[src/rtl/mem_access_if.sv]
// Data-memory request/acknowledge bus between the MEM stage and data memory.
// Latency: none (wires only).
// Backpressure: master holds dmem_req and all request fields stable until dmem_ack.
//
// Signals:
//   dmem_req/dmem_we/dmem_addr/dmem_be/dmem_wdata : request, driven by master
//   dmem_ack/dmem_rdata                           : completion, driven by slave
interface mem_access_if #(
   parameter int XLEN = 32
);
   logic            dmem_req;
   logic            dmem_we;
   logic [XLEN-1:0] dmem_addr;
   logic [3:0]      dmem_be;
   logic [XLEN-1:0] dmem_wdata;
   logic            dmem_ack;
   logic [XLEN-1:0] dmem_rdata;

   modport master (
      output dmem_req, dmem_we, dmem_addr, dmem_be, dmem_wdata,
      input  dmem_ack, dmem_rdata
   );

   modport slave (
      input  dmem_req, dmem_we, dmem_addr, dmem_be, dmem_wdata,
      output dmem_ack, dmem_rdata
   );
endinterface

[src/rtl/mem_access.sv]
// RISC-V memory-access stage: runs loads/stores on a req/ack bus, registers the MEM/WB boundary.
// Latency: 1 cycle for ALU results; 2+ cycles for loads/stores (op presented -> result registered).
// Backpressure: stall_req holds upstream from op presentation until the cycle dmem_ack arrives.
//
// Ports:
//   clk, rst                      : clock, asynchronous active-high reset
//   rd_in, rd_en_in, rd_addr_in   : EX/MEM result/address, writeback enable, destination register
//   load_flag_in, store_flag_in   : one-hot load {LHU,LBU,LW,LH,LB} / store {SW,SH,SB} selects
//   store_data_in                 : rs2 value for stores
//   stall_req                     : combinational hold request to upstream stages
//   dmem                          : data-memory bus (mem_access_if.master)
//   rd_out, rd_en_out, rd_addr_out: MEM/WB writeback registers
//   misalign_exc, exc_addr        : one-cycle misalignment pulse and faulting address
//   bus_err                       : one-cycle watchdog pulse (only with MEM_TIMEOUT_EN)
//
// Optional feature macro: MEM_TIMEOUT_EN (WAIT-state watchdog and bus_err port).
module mem_access #(
   parameter int XLEN           = 32,
   parameter int REG_AW         = 5,
   parameter int TIMEOUT_CYCLES = 255
) (
   input  logic              clk,
   input  logic              rst,
   input  logic [XLEN-1:0]   rd_in,
   input  logic              rd_en_in,
   input  logic [REG_AW-1:0] rd_addr_in,
   input  logic [4:0]        load_flag_in,
   input  logic [2:0]        store_flag_in,
   input  logic [XLEN-1:0]   store_data_in,
   output logic              stall_req,
   mem_access_if.master      dmem,
   output logic [XLEN-1:0]   rd_out,
   output logic              rd_en_out,
   output logic [REG_AW-1:0] rd_addr_out,
   output logic              misalign_exc,
   output logic [XLEN-1:0]   exc_addr
`ifdef MEM_TIMEOUT_EN
   ,
   output logic              bus_err
`endif
);

   localparam logic [0:0] ST_IDLE = 1'b0;
   localparam logic [0:0] ST_WAIT = 1'b1;

   // Access size encoding shared by loads and stores.
   localparam logic [1:0] SZ_B = 2'd0;
   localparam logic [1:0] SZ_H = 2'd1;
   localparam logic [1:0] SZ_W = 2'd2;

   if (TIMEOUT_CYCLES < 1) begin : g_timeout_cfg_chk
      $error("mem_access: TIMEOUT_CYCLES must be at least 1");
   end

   logic [0:0] state;

   // Decoded view of the op currently presented by EX/MEM.
   logic            is_load;
   logic            is_store;
   logic            mem_op;
   logic            misaligned;
   logic [1:0]      ld_size;
   logic            ld_sign;
   logic [1:0]      st_size;
   logic [1:0]      acc_size;
   logic [3:0]      acc_be;
   logic [XLEN-1:0] st_wdata;

   // Transaction context captured at issue, used when the ack returns.
   logic              is_load_q;
   logic [1:0]        ld_size_q;
   logic              ld_sign_q;
   logic [1:0]        off_q;
   logic              rd_en_q;
   logic [REG_AW-1:0] rd_addr_q;

   logic [7:0]      lane_b;
   logic [15:0]     lane_h;
   logic [XLEN-1:0] load_val;

`ifdef MEM_TIMEOUT_EN
   function automatic int cnt_width(input int n);
      int w;
      w = $clog2(n + 1);
      if (w < 8)  w = 8;
      if (w > 32) w = 32;
      return w;
   endfunction

   localparam int CNT_W = cnt_width(TIMEOUT_CYCLES);

   logic [CNT_W-1:0] to_cnt;
   logic [XLEN-1:0]  req_addr_q;   // unaligned address, reported on watchdog expiry
   logic             to_hit;

   // Fires in the TIMEOUT_CYCLES-th WAIT cycle; the counter holds 0 in the first one.
   assign to_hit = (to_cnt == CNT_W'(TIMEOUT_CYCLES - 1));
`endif

   // Op decode: any load bit beats any store bit; lowest set bit wins within a group.
   always_comb begin
      is_load  = |load_flag_in;
      is_store = !is_load && (|store_flag_in);
      ld_size  = SZ_B;
      ld_sign  = 1'b0;
      st_size  = SZ_B;
      if (load_flag_in[0]) begin
         ld_size = SZ_B; ld_sign = 1'b1;
      end else if (load_flag_in[1]) begin
         ld_size = SZ_H; ld_sign = 1'b1;
      end else if (load_flag_in[2]) begin
         ld_size = SZ_W; ld_sign = 1'b0;
      end else if (load_flag_in[3]) begin
         ld_size = SZ_B; ld_sign = 1'b0;
      end else if (load_flag_in[4]) begin
         ld_size = SZ_H; ld_sign = 1'b0;
      end
      if (store_flag_in[0])      st_size = SZ_B;
      else if (store_flag_in[1]) st_size = SZ_H;
      else if (store_flag_in[2]) st_size = SZ_W;
      mem_op   = is_load || is_store;
      acc_size = is_load ? ld_size : st_size;
      misaligned = ((acc_size == SZ_H) && rd_in[0]) ||
                   ((acc_size == SZ_W) && (rd_in[1:0] != 2'b00));
   end

   // Stores steer byte enables to the addressed lanes; loads fetch the whole word
   // and select the lane on return, so their enables only encode the access size.
   always_comb begin
      acc_be   = 4'b1111;
      st_wdata = store_data_in;
      case (acc_size)
         SZ_B: begin
            acc_be   = is_store ? (4'b0001 << rd_in[1:0]) : 4'b0001;
            st_wdata = {(XLEN/8){store_data_in[7:0]}};
         end
         SZ_H: begin
            acc_be   = (is_store && rd_in[1]) ? 4'b1100 : 4'b0011;
            st_wdata = {(XLEN/16){store_data_in[15:0]}};
         end
         default: begin
            acc_be   = 4'b1111;
            st_wdata = store_data_in;
         end
      endcase
   end

   // Load lane selection and extension from the latched size/offset.
   always_comb begin
      lane_b = dmem.dmem_rdata[{off_q, 3'b000} +: 8];
      lane_h = off_q[1] ? dmem.dmem_rdata[31:16] : dmem.dmem_rdata[15:0];
      case (ld_size_q)
         SZ_B:    load_val = {{(XLEN-8){ld_sign_q & lane_b[7]}}, lane_b};
         SZ_H:    load_val = {{(XLEN-16){ld_sign_q & lane_h[15]}}, lane_h};
         default: load_val = dmem.dmem_rdata;
      endcase
   end

   // Hold upstream while an aligned op waits to issue and while WAIT has no ack.
   always_comb begin
      if (state == ST_IDLE) begin
         stall_req = mem_op && !misaligned;
      end else begin
`ifdef MEM_TIMEOUT_EN
         stall_req = !dmem.dmem_ack && !to_hit;
`else
         stall_req = !dmem.dmem_ack;
`endif
      end
   end

   always_ff @(posedge clk or posedge rst) begin
      if (rst) begin
         state           <= ST_IDLE;
         rd_out          <= '0;
         rd_en_out       <= 1'b0;
         rd_addr_out     <= '0;
         misalign_exc    <= 1'b0;
         exc_addr        <= '0;
         dmem.dmem_req   <= 1'b0;
         dmem.dmem_we    <= 1'b0;
         dmem.dmem_addr  <= '0;
         dmem.dmem_be    <= '0;
         dmem.dmem_wdata <= '0;
         is_load_q       <= 1'b0;
         ld_size_q       <= SZ_B;
         ld_sign_q       <= 1'b0;
         off_q           <= 2'b00;
         rd_en_q         <= 1'b0;
         rd_addr_q       <= '0;
`ifdef MEM_TIMEOUT_EN
         to_cnt          <= '0;
         req_addr_q      <= '0;
         bus_err         <= 1'b0;
`endif
      end else begin
         misalign_exc <= 1'b0;
`ifdef MEM_TIMEOUT_EN
         bus_err      <= 1'b0;
`endif
         case (state)
            ST_IDLE: begin
               if (!mem_op) begin
                  rd_out      <= rd_in;
                  rd_en_out   <= rd_en_in;
                  rd_addr_out <= rd_addr_in;
               end else if (misaligned) begin
                  // Faulting op retires without touching the bus or the register file.
                  rd_en_out    <= 1'b0;
                  misalign_exc <= 1'b1;
                  exc_addr     <= rd_in;
               end else begin
                  dmem.dmem_req   <= 1'b1;
                  dmem.dmem_we    <= is_store;
                  dmem.dmem_addr  <= {rd_in[XLEN-1:2], 2'b00};
                  dmem.dmem_be    <= acc_be;
                  dmem.dmem_wdata <= is_store ? st_wdata : '0;
                  is_load_q       <= is_load;
                  ld_size_q       <= ld_size;
                  ld_sign_q       <= ld_sign;
                  off_q           <= rd_in[1:0];
                  rd_en_q         <= rd_en_in;
                  rd_addr_q       <= rd_addr_in;
                  rd_en_out       <= 1'b0;
                  state           <= ST_WAIT;
`ifdef MEM_TIMEOUT_EN
                  to_cnt          <= '0;
                  req_addr_q      <= rd_in;
`endif
               end
            end
            ST_WAIT: begin
               if (dmem.dmem_ack) begin
                  dmem.dmem_req <= 1'b0;
                  state         <= ST_IDLE;
                  rd_addr_out   <= rd_addr_q;
                  if (is_load_q) begin
                     rd_out    <= load_val;
                     rd_en_out <= rd_en_q;
                  end else begin
                     rd_en_out <= 1'b0;
                  end
               end
`ifdef MEM_TIMEOUT_EN
               else if (to_hit) begin
                  // Abandon the transaction; the op retires with a bus error.
                  dmem.dmem_req <= 1'b0;
                  rd_en_out     <= 1'b0;
                  bus_err       <= 1'b1;
                  exc_addr      <= req_addr_q;
                  state         <= ST_IDLE;
               end else begin
                  to_cnt <= to_cnt + 1'b1;
               end
`endif
            end
            default: state <= ST_IDLE;
         endcase
      end
   end

endmodule

[src/flat_wrapper.sv]
// flat-port wrapper written by rule: the top's interface ports become plain ports
module mem_access_flat 
#(
   parameter int XLEN           = 32,
   parameter int REG_AW         = 5,
   parameter int TIMEOUT_CYCLES = 255
)
  (clk, rst, rd_in, rd_en_in, rd_addr_in, load_flag_in, store_flag_in, store_data_in, stall_req, rd_out, rd_en_out, rd_addr_out, misalign_exc, exc_addr, dmem_dmem_req, dmem_dmem_we, dmem_dmem_addr, dmem_dmem_be, dmem_dmem_wdata, dmem_dmem_ack, dmem_dmem_rdata);
  mem_access_if #(.XLEN(XLEN)) dmem_i ();
  input  logic clk;
  input  logic rst;
  input  logic [XLEN-1:0] rd_in;
  input  logic rd_en_in;
  input  logic [REG_AW-1:0] rd_addr_in;
  input  logic [4:0] load_flag_in;
  input  logic [2:0] store_flag_in;
  input  logic [XLEN-1:0] store_data_in;
  output logic stall_req;
  output logic [XLEN-1:0] rd_out;
  output logic rd_en_out;
  output logic [REG_AW-1:0] rd_addr_out;
  output logic misalign_exc;
  output logic [XLEN-1:0] exc_addr;
  output wire logic [$bits(dmem_i.dmem_req)-1:0] dmem_dmem_req;
  output wire logic [$bits(dmem_i.dmem_we)-1:0] dmem_dmem_we;
  output wire logic [$bits(dmem_i.dmem_addr)-1:0] dmem_dmem_addr;
  output wire logic [$bits(dmem_i.dmem_be)-1:0] dmem_dmem_be;
  output wire logic [$bits(dmem_i.dmem_wdata)-1:0] dmem_dmem_wdata;
  input wire logic [$bits(dmem_i.dmem_ack)-1:0] dmem_dmem_ack;
  input wire logic [$bits(dmem_i.dmem_rdata)-1:0] dmem_dmem_rdata;
  assign dmem_dmem_req = dmem_i.dmem_req;
  assign dmem_dmem_we = dmem_i.dmem_we;
  assign dmem_dmem_addr = dmem_i.dmem_addr;
  assign dmem_dmem_be = dmem_i.dmem_be;
  assign dmem_dmem_wdata = dmem_i.dmem_wdata;
  assign dmem_i.dmem_ack = dmem_dmem_ack;
  assign dmem_i.dmem_rdata = dmem_dmem_rdata;
  mem_access #(.XLEN(XLEN), .REG_AW(REG_AW), .TIMEOUT_CYCLES(TIMEOUT_CYCLES)) u_core (.clk(clk), .rst(rst), .rd_in(rd_in), .rd_en_in(rd_en_in), .rd_addr_in(rd_addr_in), .load_flag_in(load_flag_in), .store_flag_in(store_flag_in), .store_data_in(store_data_in), .stall_req(stall_req), .dmem(dmem_i), .rd_out(rd_out), .rd_en_out(rd_en_out), .rd_addr_out(rd_addr_out), .misalign_exc(misalign_exc), .exc_addr(exc_addr));
endmodule
[config.mk]
export PLATFORM = sky130hd
export DESIGN_NAME = mem_access_flat
export DESIGN_NICKNAME = d
export VERILOG_FILES = /design/src/rtl/mem_access_if.sv /design/src/rtl/mem_access.sv /design/src/flat_wrapper.sv
export SDC_FILE = /design/constraint.sdc
export NUM_CORES = 1
export LEC_CHECK = 0
export BUFFER_PORTS_ARGS = -buffer_cell sky130_fd_sc_hd__buf_2
export CAP_MARGIN = 20
export CORE_ASPECT_RATIO = 0.7
export CORE_UTILIZATION = 50
export DETAILED_ROUTE_END_ITERATION = 6
export HOLD_SLACK_MARGIN = 0.03
export PLACE_DENSITY_LB_ADDON = 0.15
export RECOVER_POWER = 100
export SKIP_LAST_GASP = 1
export SLEW_MARGIN = 20
export SYNTH_ARGS = -nofsm -noshare
export SYNTH_HDL_FRONTEND = slang
export SYNTH_SLANG_ARGS = --single-unit
[constraint.sdc]
create_clock -name clk -period 5.3 [get_ports clk]
set_clock_uncertainty 0.1 [all_clocks]
set_input_delay 0.53 -clock clk [delete_from_list [all_inputs] [get_ports clk]]
set_output_delay 0.53 -clock clk [all_outputs]
set_load 0.005 [all_outputs]
==> metrics.md <==
| Metric | Value |
|---|---|
| Max cap viols | `3` |
| Number of flops mapped to enable cells by yosys | `0` |
| DRT Pass-1 Iters | `5` |
| Arrival @ worst endpoint | `4.23 ns` |
| Launch instance of the worst register-to-register path | `u_core.state` |
| Setup repair after global routing missed its margin | `no` |
| P_leak | `4.06 nW` |
| Worst skew pair latency | `0.42 ns` |
| Fraction of the mapped netlist area in adder cells | `0` |
| Worst hold-check path type | `in2async` |
| Final setup violating endpoints | `0` |
| Peak VDD IR | `307 uV` |
| Share of cell area taken by muxes after synthesis | `0.147` |
| Clock transition at the registers of the reported paths | `0.07 ns` |
| Number of buffers created by CTS | `17` |
| Buffers inserted during post-CTS setup optimization | `0` |
| Number of inserted filler cells in the final layout | `1209` |
| Worst Path Max Fanout | `48` |
| Die Footprint | `14900 um2` |
| Count of yosys warnings during synthesis | `0` |
| Synth Register Bits | `152` |
| Root buffer cell | `sky130_fd_sc_hd__clkbuf_16` |
| Finished Core Util | `0.637` |
| Gpl congestion | `0.939` |
| Setup slack on the worst flop-to-flop path | `2.28 ns` |
| Total of cells resized after clock tree synthesis | `0` |
| Residual antenna-violating net count after detailed routing | `0` |
| Total number of vias | `6232` |
| Core region area | `14000 um2` |
| Buffers from clock root to sink, at most | `2` |
| Simple-gate area share of the yosys netlist | `0.0761` |
| Overflow after GRT | `0` |
| Synth Area in Compound Gates | `0.208` |
| Worst-case hold slack | `0.170 ns` |
| Power density of the placed cells | `521 nW/um2` |
| Final clock period utilization by the worst path | `0.761` |
| Asr flop ratio synth | `1.00` |
| Net switching component of the power | `1.69 mW` |
| Clock power frac | `0.254` |
| Clock sink count | `152` |
| Overall Global Routing Usage | `0.287` |
| Violations in the final reports | `capacitance limit, slew limit` |
| Count of unique library cells instantiated by Yosys | `50` |
| Final sum of negative setup slack | `0 ns` |
| Top library cells by usage in the layout, fill and taps aside | `sky130_fd_sc_hd__buf_2, sky130_fd_sc_hd__dfrtp_1, sky130_fd_sc_hd__o21ai_0` |
| Layout Nets | `987` |
| Type of element capturing the critical path | `register` |
| Avg WL per Cell | `19.7 um` |
| Part of the total power dissipated in combinational logic | `0.344` |
| Most used flip-flop cell after synthesis | `sky130_fd_sc_hd__dfrtp_1` |
| Horizontal die dimension | `146 um` |
| Via count normalized by instance count | `5.79` |
| Fraction of final layout cells with drive strength greater than 1 | `0.278` |
| Result of the run | `finished with violations` |
| Wire length of the first global-routing pass | `33000 um` |
| Most frequent standard cell in the layout excluding fill and tap cells | `sky130_fd_sc_hd__buf_2` |
| Sw Ratio | `0.364` |
| IO Pins | `255` |
| Fin area | `8920 um2` |
| Die Ht | `103 um` |
| Reg2Reg Capture Point | `u_core.exc_addr[23]` |
| Count of mapped cells out of synthesis | `650` |
| Slew of the pin with the lowest slew margin | `2.93 ns` |
| Syn-to-layout area delta | `23.7%` |
| Worst Path Class, Setup | `in2reg` |
| Worst path required time | `5.49 ns` |
| Pin count of the biggest net entering global routing | `99` |
| Max-Slew Margin vs Limit | `-0.954` |
| Mean cell area of the mapped netlist | `11.1 um2` |
| Depth of the CTS H-tree | `4` |
| Final instance count without filler cells | `1077` |
| Number of DRC markers after the initial detailed-route iteration | `438` |
| Initial antenna violation count | `0` |
| Initial core utilization | `0.515` |
| Minimum clock period | `4.04 ns` |
| Site row count | `36` |
| Number of port buffers | `252` |
| Synth Cell Area | `7220 um2` |
| Final Hold Vio Count | `0` |
| DRC violation count after routing | `0` |
| Clock tree from TritonCTS | `built` |
| Final Max Tran Viols | `120` |
| Number of diodes added for antenna fixing | `0` |
| Main combinational cell family by area after synthesis | `compound AO/OA/AOI/OAI gates` |
| HPWL after detailed placement | `15100 um` |
| Register area share after synthesis | `0.527` |
| Xor/xnor share of the synthesized area | `0` |
| Sequential power share | `0.403` |
| DP Cell Count | `1045` |
| Cell Area, Placed | `8520 um2` |
| Count of cells along the worst register-to-register path | `4` |
| Startpoint type of the worst setup path | `input port` |
| Fmax achieved | `248 MHz` |
| Cell-internal power | `2.96 mW` |
| Drt total wl | `21200 um` |
| Vias in the first global route | `5938` |
| Hold_buf cts | `0` |
synth_stat cells (all sizes together) (9+ instances only):
cell type,n,share of area
o31ai,18,0.019
a21oi,34,0.025
buf,23,0.021
a31oi,11,0.0095
o21ai,99,0.069
mux2,74,0.12
mux2i,23,0.032
o22ai,9,0.0078
nor2,20,0.010
nor2b,16,0.014
o41ai,9,0.020
clkbuf,32,0.017
dfrtp,152,0.53
nand2,50,0.026
power groups by stage:
stage               sequential [mW]  clock, mW  combinational, mW
finish                         1.87       1.18               1.60
CTS                            1.86       1.19               1.67
global placement               1.85          0               1.62
detailed placement             1.88          0               1.66
global route                   1.93       1.24               1.76
floorplan                      1.86          0              0.971
routing by layer:
| metal | vias up | part of all wire | track usage |
|---|---|---|---|
| met4 | 0 | 0.018 | 0.0826 |
| met1 | 3062 | 0.47 | 0.420 |
| li1 | 2841 | - | - |
| met2 | 291 | 0.44 | 0.429 |
| met3 | 38 | 0.072 | 0.0642 |
| met5 | - | 0 | 0 |
how the worst max path moves through the flow:
stage,from,to,slack [ns],cells past startpoint
3_3_place_gp,store_flag_in[1],u_core.dmem.dmem_addr[4],1.82,8
3_5_place_dp,store_flag_in[1],u_core.dmem.dmem_addr[15],1.73,8
2_1_floorplan,rst,u_core.dmem.dmem_addr[10],0.58,1
4_1_cts,store_flag_in[1],stall_req,1.93,8
5_1_grt,rst,u_core.dmem.dmem_addr[3],0.94,3
6_report,store_flag_in[1],u_core.off_q[1],1.26,8
worst max-delay path: stages:
cell                       delay (ns)
sky130_fd_sc_hd__clkbuf_1        0.12
sky130_fd_sc_hd__nor4b_1         0.82
sky130_fd_sc_hd__a32oi_1         0.29
sky130_fd_sc_hd__a32oi_2         0.21
sky130_fd_sc_hd__buf_4           0.37
sky130_fd_sc_hd__nand2b_4        0.50
sky130_fd_sc_hd__clkbuf_2        0.92
sky130_fd_sc_hd__mux2_1          0.39
registers in the layout, summed over array words and instances (netlist names), 2 cells and up:
| signal | count |
|---|---|
| u_core.exc_addr | 32 |
| u_core.dmem.dmem_be | 4 |
| u_core.dmem.dmem_addr | 30 |
| u_core.off_q | 2 |
| u_core.ld_size_q | 2 |
| u_core.rd_addr_q | 5 |
| u_core.dmem.dmem_wdata | 32 |
| u_core.rd_out | 32 |
| u_core.rd_addr_out | 5 |
stage by stage:
stage / setup slack [ns] / total power, mW
2_1_floorplan: 0.577 / 2.83
3_3_place_gp: 1.82 / 3.47
3_5_place_dp: 1.73 / 3.54
4_1_cts: 1.93 / 4.72
5_1_grt: 0.941 / 4.94
6_report: 1.26 / 4.64
cell type report:
type / count / area [um2] / share of cell area
tap: 190 / 238 / 0.0266
clock inverter: 14 / 139 / 0.0156
inverter: 6 / 27.5 / 0.00309
timing repair buffer: 259 / 1200 / 0.134
clock buffer: 18 / 429 / 0.0481
sequential: 152 / 3800 / 0.426
multi-input combinational: 438 / 3090 / 0.346
kinds of logic after synthesis:
| family | Yosys count |
|---|---|
| compound gates | 230 |
| buf+inv | 61 |
| flops | 152 |
| mux | 97 |
| other cells | 1 |
| simple gates | 109 |
(Power assumes the default switching activity.)
